$ cat src/rtl/sdram_arbiter_pkg.sv
// Shared encodings and defaults for the SDRAM command-port arbiter.
package sdram_arbiter_pkg;

  localparam int unsigned SD_ADDR_W = 23;
  localparam int unsigned SD_DATA_W = 32;

  localparam logic [SD_ADDR_W-1:0] PRG_BASE_DEF = 23'h000000;
  localparam logic [SD_ADDR_W-1:0] CHR_BASE_DEF = 23'h008000;

  // Owner / grant encoding, also driven on the grant port.
  typedef enum logic [1:0] {
    OWN_NONE = 2'd0,
    OWN_LD   = 2'd1,
    OWN_CPU  = 2'd2,
    OWN_PPU  = 2'd3
  } owner_e;

  typedef enum logic [1:0] {
    ST_IDLE    = 2'd0,
    ST_ISSUE   = 2'd1,
    ST_WAIT_RD = 2'd2,
    ST_DONE    = 2'd3
  } state_e;

endpackage

$ cat src/rtl/sdram_arb_rr.sv
// Two-way CPU/PPU round-robin picker. Holds the last-served reader and
// masks a requester that was acked in the previous cycle.
module sdram_arb_rr
  import sdram_arbiter_pkg::*;
(
  input  logic       clk,
  input  logic       rst_n,
  input  logic       cpu_req,
  input  logic       ppu_req,
  input  logic       cpu_mask,
  input  logic       ppu_mask,
  input  logic       upd_en,
  input  logic       upd_cpu,
  output logic [1:0] pick
);

  logic last_cpu_q;
  logic last_cpu_d;
  logic cpu_ok;
  logic ppu_ok;

  // Pick a reader; on a tie the one not served last wins.
  always_comb begin
    cpu_ok     = cpu_req & ~cpu_mask;
    ppu_ok     = ppu_req & ~ppu_mask;
    last_cpu_d = last_cpu_q;
    if (upd_en) last_cpu_d = upd_cpu;
    pick = OWN_NONE;
    if (cpu_ok && ppu_ok) pick = last_cpu_q ? OWN_PPU : OWN_CPU;
    else if (cpu_ok)      pick = OWN_CPU;
    else if (ppu_ok)      pick = OWN_PPU;
  end

  // Last-served reader; starts as CPU so the PPU wins the first tie.
  always_ff @(posedge clk or negedge rst_n) begin
    if (!rst_n) last_cpu_q <= 1'b1;
    else        last_cpu_q <= last_cpu_d;
  end

endmodule

$ cat src/rtl/sdram_arbiter.sv
// Sequenced, handshaked scheduler sharing the SDRAM controller command
// port between the flash loader (writes), CPU PRG and PPU CHR reads.
module sdram_arbiter
  import sdram_arbiter_pkg::*;
#(
  parameter int unsigned          ADDR_W   = SD_ADDR_W,
  parameter int unsigned          DATA_W   = SD_DATA_W,
  parameter logic [ADDR_W-1:0]    PRG_BASE = ADDR_W'(PRG_BASE_DEF),
  parameter logic [ADDR_W-1:0]    CHR_BASE = ADDR_W'(CHR_BASE_DEF),
  parameter int unsigned          TIMEOUT  = 64
) (
  input  logic              clk,
  input  logic              rst_n,
  input  logic              load_done,
  input  logic              ld_req,
  input  logic [ADDR_W-1:0] ld_addr,
  input  logic [7:0]        ld_data,
  output logic              ld_ack,
  input  logic              cpu_req,
  input  logic [14:0]       cpu_addr,
  output logic              cpu_ack,
  output logic [7:0]        cpu_rdata,
  input  logic              ppu_req,
  input  logic [12:0]       ppu_addr,
  output logic              ppu_ack,
  output logic [7:0]        ppu_rdata,
  output logic [ADDR_W-1:0] sd_addr,
  output logic              sd_rw,
  output logic [DATA_W-1:0] sd_data_in,
  output logic              sd_in_valid,
  input  logic              sd_busy,
  input  logic [DATA_W-1:0] sd_data_out,
  input  logic              sd_out_valid,
  output logic              timeout_err,
  output logic [1:0]        grant
);

  localparam int unsigned CNT_W = $clog2(TIMEOUT);

  state_e             state_q,       state_d;
  owner_e             grant_q,       grant_d;
  logic [ADDR_W-1:0]  sd_addr_q,     sd_addr_d;
  logic               sd_rw_q,       sd_rw_d;
  logic [DATA_W-1:0]  sd_data_in_q,  sd_data_in_d;
  logic               sd_in_valid_q, sd_in_valid_d;
  logic               ld_ack_q,      ld_ack_d;
  logic               cpu_ack_q,     cpu_ack_d;
  logic               ppu_ack_q,     ppu_ack_d;
  logic [7:0]         cpu_rdata_q,   cpu_rdata_d;
  logic [7:0]         ppu_rdata_q,   ppu_rdata_d;
  logic [7:0]         rd_buf_q,      rd_buf_d;
  logic [CNT_W-1:0]   tmo_cnt_q,     tmo_cnt_d;
  logic               timeout_err_q, timeout_err_d;

  logic [1:0] rr_pick;
  logic       rr_upd_en;
  logic       rr_upd_cpu;
  logic       unused_data_hi;

  assign unused_data_hi = ^sd_data_out[DATA_W-1:8];

  sdram_arb_rr u_rr (
    .clk      (clk),
    .rst_n    (rst_n),
    .cpu_req  (cpu_req),
    .ppu_req  (ppu_req),
    .cpu_mask (cpu_ack_q),
    .ppu_mask (ppu_ack_q),
    .upd_en   (rr_upd_en),
    .upd_cpu  (rr_upd_cpu),
    .pick     (rr_pick)
  );

  // Next-state and next-output logic for the scheduler.
  // Read data is parked in rd_buf until DONE so the requester's rdata
  // changes in the same cycle as its ack, never earlier.
  always_comb begin
    state_d       = state_q;
    grant_d       = grant_q;
    sd_addr_d     = sd_addr_q;
    sd_rw_d       = sd_rw_q;
    sd_data_in_d  = sd_data_in_q;
    sd_in_valid_d = 1'b0;
    ld_ack_d      = 1'b0;
    cpu_ack_d     = 1'b0;
    ppu_ack_d     = 1'b0;
    cpu_rdata_d   = cpu_rdata_q;
    ppu_rdata_d   = ppu_rdata_q;
    rd_buf_d      = rd_buf_q;
    tmo_cnt_d     = tmo_cnt_q;
    timeout_err_d = timeout_err_q;
    rr_upd_en     = 1'b0;
    rr_upd_cpu    = 1'b0;

    unique case (state_q)
      ST_IDLE: begin
        if (!load_done) begin
          if (ld_req && !ld_ack_q) begin
            grant_d      = OWN_LD;
            sd_addr_d    = ld_addr;
            sd_rw_d      = 1'b1;
            sd_data_in_d = DATA_W'(ld_data);
            state_d      = ST_ISSUE;
          end
        end else if (rr_pick != OWN_NONE) begin
          grant_d      = owner_e'(rr_pick);
          sd_rw_d      = 1'b0;
          sd_data_in_d = '0;
          sd_addr_d    = (rr_pick == OWN_CPU) ? PRG_BASE + ADDR_W'(cpu_addr)
                                              : CHR_BASE + ADDR_W'(ppu_addr);
          state_d      = ST_ISSUE;
        end
      end
      ST_ISSUE: begin
        if (!sd_busy) begin
          sd_in_valid_d = 1'b1;
          tmo_cnt_d     = '0;
          state_d       = sd_rw_q ? ST_DONE : ST_WAIT_RD;
        end
      end
      ST_WAIT_RD: begin
        if (sd_out_valid) begin
          rd_buf_d = sd_data_out[7:0];
          state_d  = ST_DONE;
        end else if (tmo_cnt_q == CNT_W'(TIMEOUT - 1)) begin
          rd_buf_d      = 8'hFF;
          timeout_err_d = 1'b1;
          state_d       = ST_DONE;
        end else begin
          tmo_cnt_d = tmo_cnt_q + 1'b1;
        end
      end
      ST_DONE: begin
        unique case (grant_q)
          OWN_LD:  ld_ack_d = 1'b1;
          OWN_CPU: begin
            cpu_ack_d   = 1'b1;
            cpu_rdata_d = rd_buf_q;
            rr_upd_en   = 1'b1;
            rr_upd_cpu  = 1'b1;
          end
          OWN_PPU: begin
            ppu_ack_d   = 1'b1;
            ppu_rdata_d = rd_buf_q;
            rr_upd_en   = 1'b1;
          end
          default: ;
        endcase
        grant_d = OWN_NONE;
        state_d = ST_IDLE;
      end
      default: state_d = ST_IDLE;
    endcase
  end

  // Scheduler state and registered outputs.
  always_ff @(posedge clk or negedge rst_n) begin
    if (!rst_n) begin
      state_q       <= ST_IDLE;
      grant_q       <= OWN_NONE;
      sd_addr_q     <= '0;
      sd_rw_q       <= 1'b0;
      sd_data_in_q  <= '0;
      sd_in_valid_q <= 1'b0;
      ld_ack_q      <= 1'b0;
      cpu_ack_q     <= 1'b0;
      ppu_ack_q     <= 1'b0;
      cpu_rdata_q   <= 8'h00;
      ppu_rdata_q   <= 8'h00;
      rd_buf_q      <= 8'h00;
      tmo_cnt_q     <= '0;
      timeout_err_q <= 1'b0;
    end else begin
      state_q       <= state_d;
      grant_q       <= grant_d;
      sd_addr_q     <= sd_addr_d;
      sd_rw_q       <= sd_rw_d;
      sd_data_in_q  <= sd_data_in_d;
      sd_in_valid_q <= sd_in_valid_d;
      ld_ack_q      <= ld_ack_d;
      cpu_ack_q     <= cpu_ack_d;
      ppu_ack_q     <= ppu_ack_d;
      cpu_rdata_q   <= cpu_rdata_d;
      ppu_rdata_q   <= ppu_rdata_d;
      rd_buf_q      <= rd_buf_d;
      tmo_cnt_q     <= tmo_cnt_d;
      timeout_err_q <= timeout_err_d;
    end
  end

  assign ld_ack      = ld_ack_q;
  assign cpu_ack     = cpu_ack_q;
  assign ppu_ack     = ppu_ack_q;
  assign cpu_rdata   = cpu_rdata_q;
  assign ppu_rdata   = ppu_rdata_q;
  assign sd_addr     = sd_addr_q;
  assign sd_rw       = sd_rw_q;
  assign sd_data_in  = sd_data_in_q;
  assign sd_in_valid = sd_in_valid_q;
  assign timeout_err = timeout_err_q;
  assign grant       = grant_q;

endmodule

$ cat config.mk
export PLATFORM = sky130hd
export DESIGN_NAME = sdram_arbiter
export DESIGN_NICKNAME = d
export VERILOG_FILES = /design/src/rtl/sdram_arbiter_pkg.sv /design/src/rtl/sdram_arb_rr.sv /design/src/rtl/sdram_arbiter.sv
export SDC_FILE = /design/constraint.sdc
export NUM_CORES = 1
export LEC_CHECK = 0
export BUFFER_PORTS_ARGS = -buffer_cell sky130_fd_sc_hd__buf_2
export CORE_MARGIN = 5
export CORE_UTILIZATION = 50
export CTS_CLUSTER_DIAMETER = 50
export CTS_CLUSTER_SIZE = 8
export DETAILED_ROUTE_END_ITERATION = 10
export GPL_TIMING_DRIVEN = 0
export PLACE_DENSITY = 0.88
export RECOVER_POWER = 50
export SLEW_MARGIN = 20
export SYNTH_ARGS = -nofsm -noshare
export SYNTH_HDL_FRONTEND = slang
export SYNTH_SLANG_ARGS = --single-unit
$ cat constraint.sdc
create_clock -name clk -period 5.4 [get_ports clk]
set_input_delay 0 -clock clk [delete_from_list [all_inputs] [get_ports clk]]
set_output_delay 0 -clock clk [all_outputs]
set_load 0.02 [all_outputs]
==> flow_metrics.env, run 1 <==
export IMPL_outcome="finished, violations left"
export IMPL_failed_checks="capacitance limit, slew limit"
export IMPL_syn2layout_area_growth_pct=40.20
export IMPL_ys_top_cells_by_count="dfrtp_1, nand2_1, o21ai_0"
export IMPL_dr_first_iter_drc_count=201
export IMPL_clockPowerShare=0.181
export IMPL_yosysTopAreaCell="dfrtp_1"
export IMPL_synthArstFlopShare=1.000
export IMPL_cts_root_buffer="clkbuf_8"
export IMPL_start_util=0.5129
export IMPL_post_cts_buffers=0
export IMPL_layout_drive_gt1_share=0.3176
export IMPL_arrival_ns=2.54
export IMPL_clkTransAtPathRegs_ns=0.09
export IMPL_antenna_found_initial=1
export IMPL_clock_latency_ns=0.35
export IMPL_fin_crit_sh=0.4157
export IMPL_grt_max_degree=41
export IMPL_min_period_ns=2.245
export IMPL_fin_nets=692
export IMPL_fp_coreArea_mm2=0.007253
export IMPL_htreeDepth=3
export IMPL_clockBufferDepth=2
export IMPL_synth_seq_cells=72
export IMPL_synthFlopType="dfrtp_1"
export IMPL_synth_fa_ha_area_frac=0.02018
export IMPL_synth_cell_types=55
export IMPL_synth_top_cell_area_share=0.4776
export IMPL_synth_area_per_cell_um2=9.815
export IMPL_p_switching_mw=1.098
export IMPL_pwr_share_comb=0.454
export IMPL_critPathKind="reg2reg"
export IMPL_cp_start_kind="flop"
export IMPL_io_pins=178
export IMPL_p_int_mw=1.411
export IMPL_finalHoldViolations=0
export IMPL_power_leakage_nw=2.613
export IMPL_muxShareOfSynthArea=0.03868
export IMPL_yosysMostFrequentCell="dfrtp_1"
export IMPL_rsz0062_at_grt="no"
export IMPL_finish_utilization=0.7190
export IMPL_synth_simple_gate_area_share=0.1675
export IMPL_path_max_fanout=7
export IMPL_dr_pass1_iters=5
export IMPL_synth_edf_count=0
export IMPL_hpwl_um=8170
export IMPL_synth_xor_area_share=0
export IMPL_vias=3783
export IMPL_critPathRequiredTime_ns=5.69
export IMPL_grt_remaining_overflow=0
export IMPL_drc_errors=0
export IMPL_setup_tns_ns=0
export IMPL_design_area_mm2=0.005215
export IMPL_port_buffers=129
export IMPL_cts_tree="yes"
export IMPL_worst_pin_slew_ns=1.922
export IMPL_totalWireLength_um=11910
export IMPL_cp_slowest_cell="dlygate4sd3_1"
export IMPL_endpoint_kind="flop"
export IMPL_postRouteAntennaNets=0
export IMPL_vias_per_cell=5.459
export IMPL_die_w_um=96.26
export IMPL_fp_row_count=31
export IMPL_peakVddDrop_uv=326.6
export IMPL_place_area_mm2=0.004598
export IMPL_setup_violations=0
export IMPL_synth_compound_area_frac=0.2011
export IMPL_switching_share=0.4375
export IMPL_cts_buffers=9
export IMPL_dp_cells=631
export IMPL_synth_cell_area_mm2=0.003720
export IMPL_drv_slew=33
export IMPL_skew_ns=0.01302
export IMPL_chipHeight_um=96.26
export IMPL_path_cells="inv_1 -> ha_1 -> o21ai_2 -> or2_1 -> buf_6 -> o31ai_1 -> dlygate4sd3_1"
export IMPL_min_delay_path_class="in2reg"
export IMPL_place_gp_congestion=0.8215
export IMPL_wl_per_cell_um=17.18
export IMPL_maxCapViolCount=1
export IMPL_max_freq_mhz=445.5
export IMPL_netlist_top_cells_area="dfrtp_1, nand2_1, buf_4, o21ai_0, a31o_2"
export IMPL_cpPeakStageDelay_ns=0.59
export IMPL_die_area_mm2=0.009265
export IMPL_clock_sinks=72
export IMPL_synth_top_family_by_area="compound AO/OA/AOI/OAI gates"
export IMPL_slew_headroom=-0.2815
export IMPL_syn_inst=379
export IMPL_grt_pass1_vias=3702
export IMPL_p_seq_frac=0.364
export IMPL_grtUsageTotal=0.2565
export IMPL_layoutNonFillerInstCount=693
export IMPL_power_density_mw_per_mm2=481.1
export IMPL_yosys_warnings=0
export IMPL_yosysSeqAreaShare=0.4847
export IMPL_grt_first_pass_wirelength_um=18330
[per-layer routing]
metal / up-vias / track usage / part of all wire
li1: 1734 / - / -
met1: 1836 / 0.2999 / 0.38
met2: 190 / 0.4526 / 0.51
met3: 23 / 0.06333 / 0.085
met4: 0 / 0.09360 / 0.021
met5: - / 0 / 0
[stage by stage]
stage	total power, mW	hold WS, ns	setup slack, ns
4_1_cts	2.526	0.0001855	3.194
2_1_floorplan	1.641	-0.2956	3.646
3_3_place_gp	1.977	0.2086	3.480
6_report	2.509	0.005027	3.155
5_1_grt	2.681	0.009827	3.011
3_5_place_dp	2.034	-0.02621	3.367
[flip-flops by register name, indices dropped and copies added, names as in the netlist]
name             count
ppu_rdata            8
tmo_cnt_q            6
sd_addr             23
cpu_ack              1
ppu_ack              1
state_q              2
grant                2
sd_rw                1
u_rr.last_cpu_q      1
sd_in_valid          1
rd_buf_q             8
sd_data_in           8
cpu_rdata            8
timeout_err          1
ld_ack               1
[worst paths after layout]
| check | startpoint | slack (ns) | end | depth (start not counted) |
|---|---|---|---|---|
| worst min register to register | timeout_err$_DFFE_PN0P_ | 0.47 | timeout_err$_DFFE_PN0P_ | 1 |
| worst max-delay path | state_q[0]$_DFFE_PN0P_ | 3.16 | sd_addr[10]$_DFFE_PN0P_ | 7 |
| min in group asynchronous | rst_n | 0.72 | sd_addr[1]$_DFFE_PN0P_ | 2 |
| worst min-delay path | ppu_addr[11] | 0.005 | sd_addr[11]$_DFFE_PN0P_ | 3 |
| worst max register to register | state_q[0]$_DFFE_PN0P_ | 3.16 | sd_addr[10]$_DFFE_PN0P_ | 7 |
| max in group asynchronous | rst_n | 3.56 | sd_addr[22]$_DFFE_PN0P_ | 2 |
[cells in the final DEF (no fill, tap or decap), drive strengths merged, types with 2 or more instances in the layout]
cell type      n
buf          134
dfrtp         71
clkbuf        54
nand2         52
dlygate4sd3   44
o21ai         39
conb          24
nor2          23
a21oi         19
nand4         17
o31ai         14
a31o          13
mux2          11
inv            9
o22a           8
nor2b          6
ha             6
nand3          6
nand3b         5
nor3           3
diode          2
nor3b          2
and3           2
mux2i          2
nand4b         2
o2bb2ai        2
clkinvlp       2
nor4           2
[worst max-delay path, delay by kind of cell (launching register included)]
kind                       cells  cell delay (ns)
AOI/OAI and AO/OA              2             0.37
buffers and inverters          3             0.87
and+or+nand+nor                1             0.24
adders and majority gates      1             0.28
DFF                            1             0.43
[layout make-up]
class | instances | area (um^2)
fillers | 538 | 2038
flip-flops and latches | 72 | 1803
multi-input cells | 275 | 1680
repair buffers | 174 | 1071
plain buffers | 49 | 300.3
clock buffers | 9 | 123.9
well taps | 99 | 123.9
clock inverters | 7 | 85.08
inverters | 6 | 22.52
diodes | 2 | 5.005
[repair_timing]
action                                 4_1_cts  5_1_grt
resized for setup                            0        0
endpoints found under the hold margin      112        1
hold buffers                                43        1
[power by group through the flow]
stage / sequential (mW) / combinational, mW / clock, mW
after global routing: 0.940 / 1.25 / 0.491
after global placement: 0.904 / 1.07 / 0
final: 0.913 / 1.14 / 0.455
after CTS: 0.908 / 1.16 / 0.461
after detailed placement: 0.917 / 1.12 / 0
after floorplan: 1.12 / 0.525 / 0
[cells by family after synthesis]
| logic type | after synthesis |
|---|---|
| other | 1 |
| AND/OR/NAND/NOR | 126 |
| flip-flops | 72 |
| adder cells (fa/ha/maj) | 6 |
| AO/OA/AOI/OAI | 106 |
| buffers and inverters | 55 |
| multiplexers | 13 |
No activity file was read; power rests on OpenSTA's default activity.
==> run 2, diff against run 1 <==
--- a/config.mk
+++ b/config.mk
@@ -7,12 +7,12 @@
 export LEC_CHECK = 0
 export BUFFER_PORTS_ARGS = -buffer_cell sky130_fd_sc_hd__buf_2
 export CORE_MARGIN = 5
-export CORE_UTILIZATION = 50
+export CORE_UTILIZATION = 42
 export CTS_CLUSTER_DIAMETER = 50
 export CTS_CLUSTER_SIZE = 8
 export DETAILED_ROUTE_END_ITERATION = 10
 export GPL_TIMING_DRIVEN = 0
-export PLACE_DENSITY = 0.88
+export PLACE_DENSITY = 0.8
 export RECOVER_POWER = 50
 export SLEW_MARGIN = 20
 export SYNTH_ARGS = -nofsm -noshare
==> constraint.sdc (replaced) <==
create_clock -name clk -period 1.9 [get_ports clk]
set_input_delay 0 -clock clk [delete_from_list [all_inputs] [get_ports clk]]
set_output_delay 0 -clock clk [all_outputs]
set_load 0.02 [all_outputs]
==> flow_metrics.env, run 2 (synthesized netlist as in run 1, its figures left out) <==
export IMPL_outcome="finished clean"
export IMPL_worst_pin_slew_ns=0.8577
export IMPL_vias=3640
export IMPL_finalHoldViolations=0
export IMPL_layout_common_cells="buf_2, dfrtp_1, nand2_1"
export IMPL_min_period_ns=1.836
export IMPL_drv_slew=0
export IMPL_totalWireLength_um=11110
export IMPL_p_seq_frac=0.354
export IMPL_critPathRequiredTime_ns=2.11
export IMPL_peakVddDrop_uv=852.7
export IMPL_hpwl_um=7866
export IMPL_worstSetupStartpoint="state_q[0]$_DFFE_PN0P_"
export IMPL_wl_per_cell_um=15.83
export IMPL_syn2layout_area_growth_pct=43.16
export IMPL_cts_tree="yes"
export IMPL_endpoint_kind="flop"
export IMPL_max_freq_mhz=544.8
export IMPL_largest_register_ffs=23
export IMPL_port_buffers=129
export IMPL_grtUsageTotal=0.2024
export IMPL_dr_pass1_iters=4
export IMPL_chipHeight_um=104.1
export IMPL_layout_drive_gt1_share=0.3401
export IMPL_io_pins=178
export IMPL_place_gp_congestion=0.8692
export IMPL_skew_ns=0.01441
export IMPL_design_area_mm2=0.005325
export IMPL_pwr_share_comb=0.445
export IMPL_r2r_start="state_q[0]$_DFFE_PN0P_"
export IMPL_place_area_mm2=0.004609
export IMPL_clock_latency_ns=0.34
export IMPL_final_common_cell="buf_2"
export IMPL_min_delay_path_class="in2reg"
export IMPL_hp_start="ppu_addr[10]"
export IMPL_p_switching_mw=3.010
export IMPL_htreeDepth=3
export IMPL_clockBufferDepth=2
export IMPL_start_util=0.4286
export IMPL_critPathKind="reg2reg"
export IMPL_postRouteAntennaNets=0
export IMPL_setup_violations=0
export IMPL_grt_pass1_vias=3585
export IMPL_switching_share=0.4111
export IMPL_fp_coreArea_mm2=0.008678
export IMPL_cts_root_buffer="clkbuf_8"
export IMPL_rsz0062_at_grt="yes"
export IMPL_die_area_mm2=0.01084
export IMPL_hold_depth=3
export IMPL_arrival_ns=2.05
export IMPL_power_density_mw_per_mm2=1375
export IMPL_grt_remaining_overflow=0
export IMPL_fin_nets=694
export IMPL_cts_buffers=9
export IMPL_p_int_mw=4.312
export IMPL_clkTransAtPathRegs_ns=0.09
export IMPL_antenna_found_initial=0
export IMPL_antenna_diode_count=0
export IMPL_drc_errors=0
export IMPL_clockPowerShare=0.202
export IMPL_maxCapViolCount=0
export IMPL_ff2ff_setup_slack_ns=0.06
export IMPL_fp_row_count=34
export IMPL_die_w_um=104.1
export IMPL_fin_crit_sh=0.9661
export IMPL_path_max_fanout=8
export IMPL_vias_per_cell=5.185
export IMPL_clock_sinks=72
export IMPL_slew_headroom=0.4282
export IMPL_finish_utilization=0.6136
export IMPL_r2r_cells=5
export IMPL_dr_first_iter_drc_count=126
export IMPL_grt_first_pass_wirelength_um=18230
export IMPL_power_leakage_nw=2.660
export IMPL_cp_start_kind="flop"
export IMPL_grt_max_degree=39
run 2: per-stage QoR:
stage               instances  setup TNS [ns]  setup WS (ns)  hold WS, ns  total power [mW]
finish                    702               0        0.06434      0.01951             7.322
global route              702        -0.04842       -0.04413      0.01674             7.817
CTS                       700               0        0.02706     0.005756             7.371
detailed placement        640         -0.2244        -0.1140     -0.01340             5.759
global placement          639        -0.04920       -0.04920       0.2120             5.624
floorplan                 402               0         0.1456      -0.2956             4.664
run 2: worst max-delay path, stage by stage (launching register included):
cell     delay (ns)
dfrtp_1        0.43
buf_4          0.16
ha_2           0.22
and2_2         0.22
nor4_4         0.32
mux2_1         0.36
run 2: power by group through the flow:
stage | Combinational [mW] | Clock, mW | Sequential (mW)
floorplan | 1.49 | 0 | 3.17
global placement | 3.06 | 0 | 2.56
detailed placement | 3.17 | 0 | 2.59
CTS | 3.29 | 1.52 | 2.57
global route | 3.56 | 1.59 | 2.67
finish | 3.26 | 1.48 | 2.59
run 2: path summary, 6_finish.rpt:
kind                                                     to
worst max-delay path                 state_q[1]$_DFFE_PN0P_
worst min-delay path                sd_addr[10]$_DFFE_PN0P_
worst max register to register       state_q[1]$_DFFE_PN0P_
worst min register to register     cpu_rdata[6]$_DFFE_PN0P_
max in group asynchronous       u_rr.last_cpu_q$_DFFE_PN1P_
min in group asynchronous            sd_addr[1]$_DFFE_PN0P_
run 2: layout make-up:
type | count | area, um^2
fillers | 751 | 3353
flip-flops and latches | 72 | 1803
multi-input cells | 275 | 1732
repair buffers | 176 | 1086
plain buffers | 49 | 300.3
clock buffers | 11 | 141.4
well taps | 108 | 135.1
clock inverters | 5 | 103.9
inverters | 6 | 23.77
run 2: what timing repair did:
action,in CTS,in global routing
hold buffers,43,0
gates resized for setup,5,8
endpoints found under the setup margin,10,28
pin swaps,0,2
setup buffers,1,2
endpoints found under the hold margin,77,0
run 2: metal layers:
metal | up-vias | wire length (um) | GRT usage | part of all wire
li1 | 1735 | - | - | -
met1 | 1751 | 4502 | 0.2487 | 0.41
met2 | 142 | 5705 | 0.3502 | 0.51
met3 | 12 | 757 | 0.05276 | 0.068
met4 | 0 | 145 | 0.05643 | 0.013
met5 | - | 0 | 0 | 0
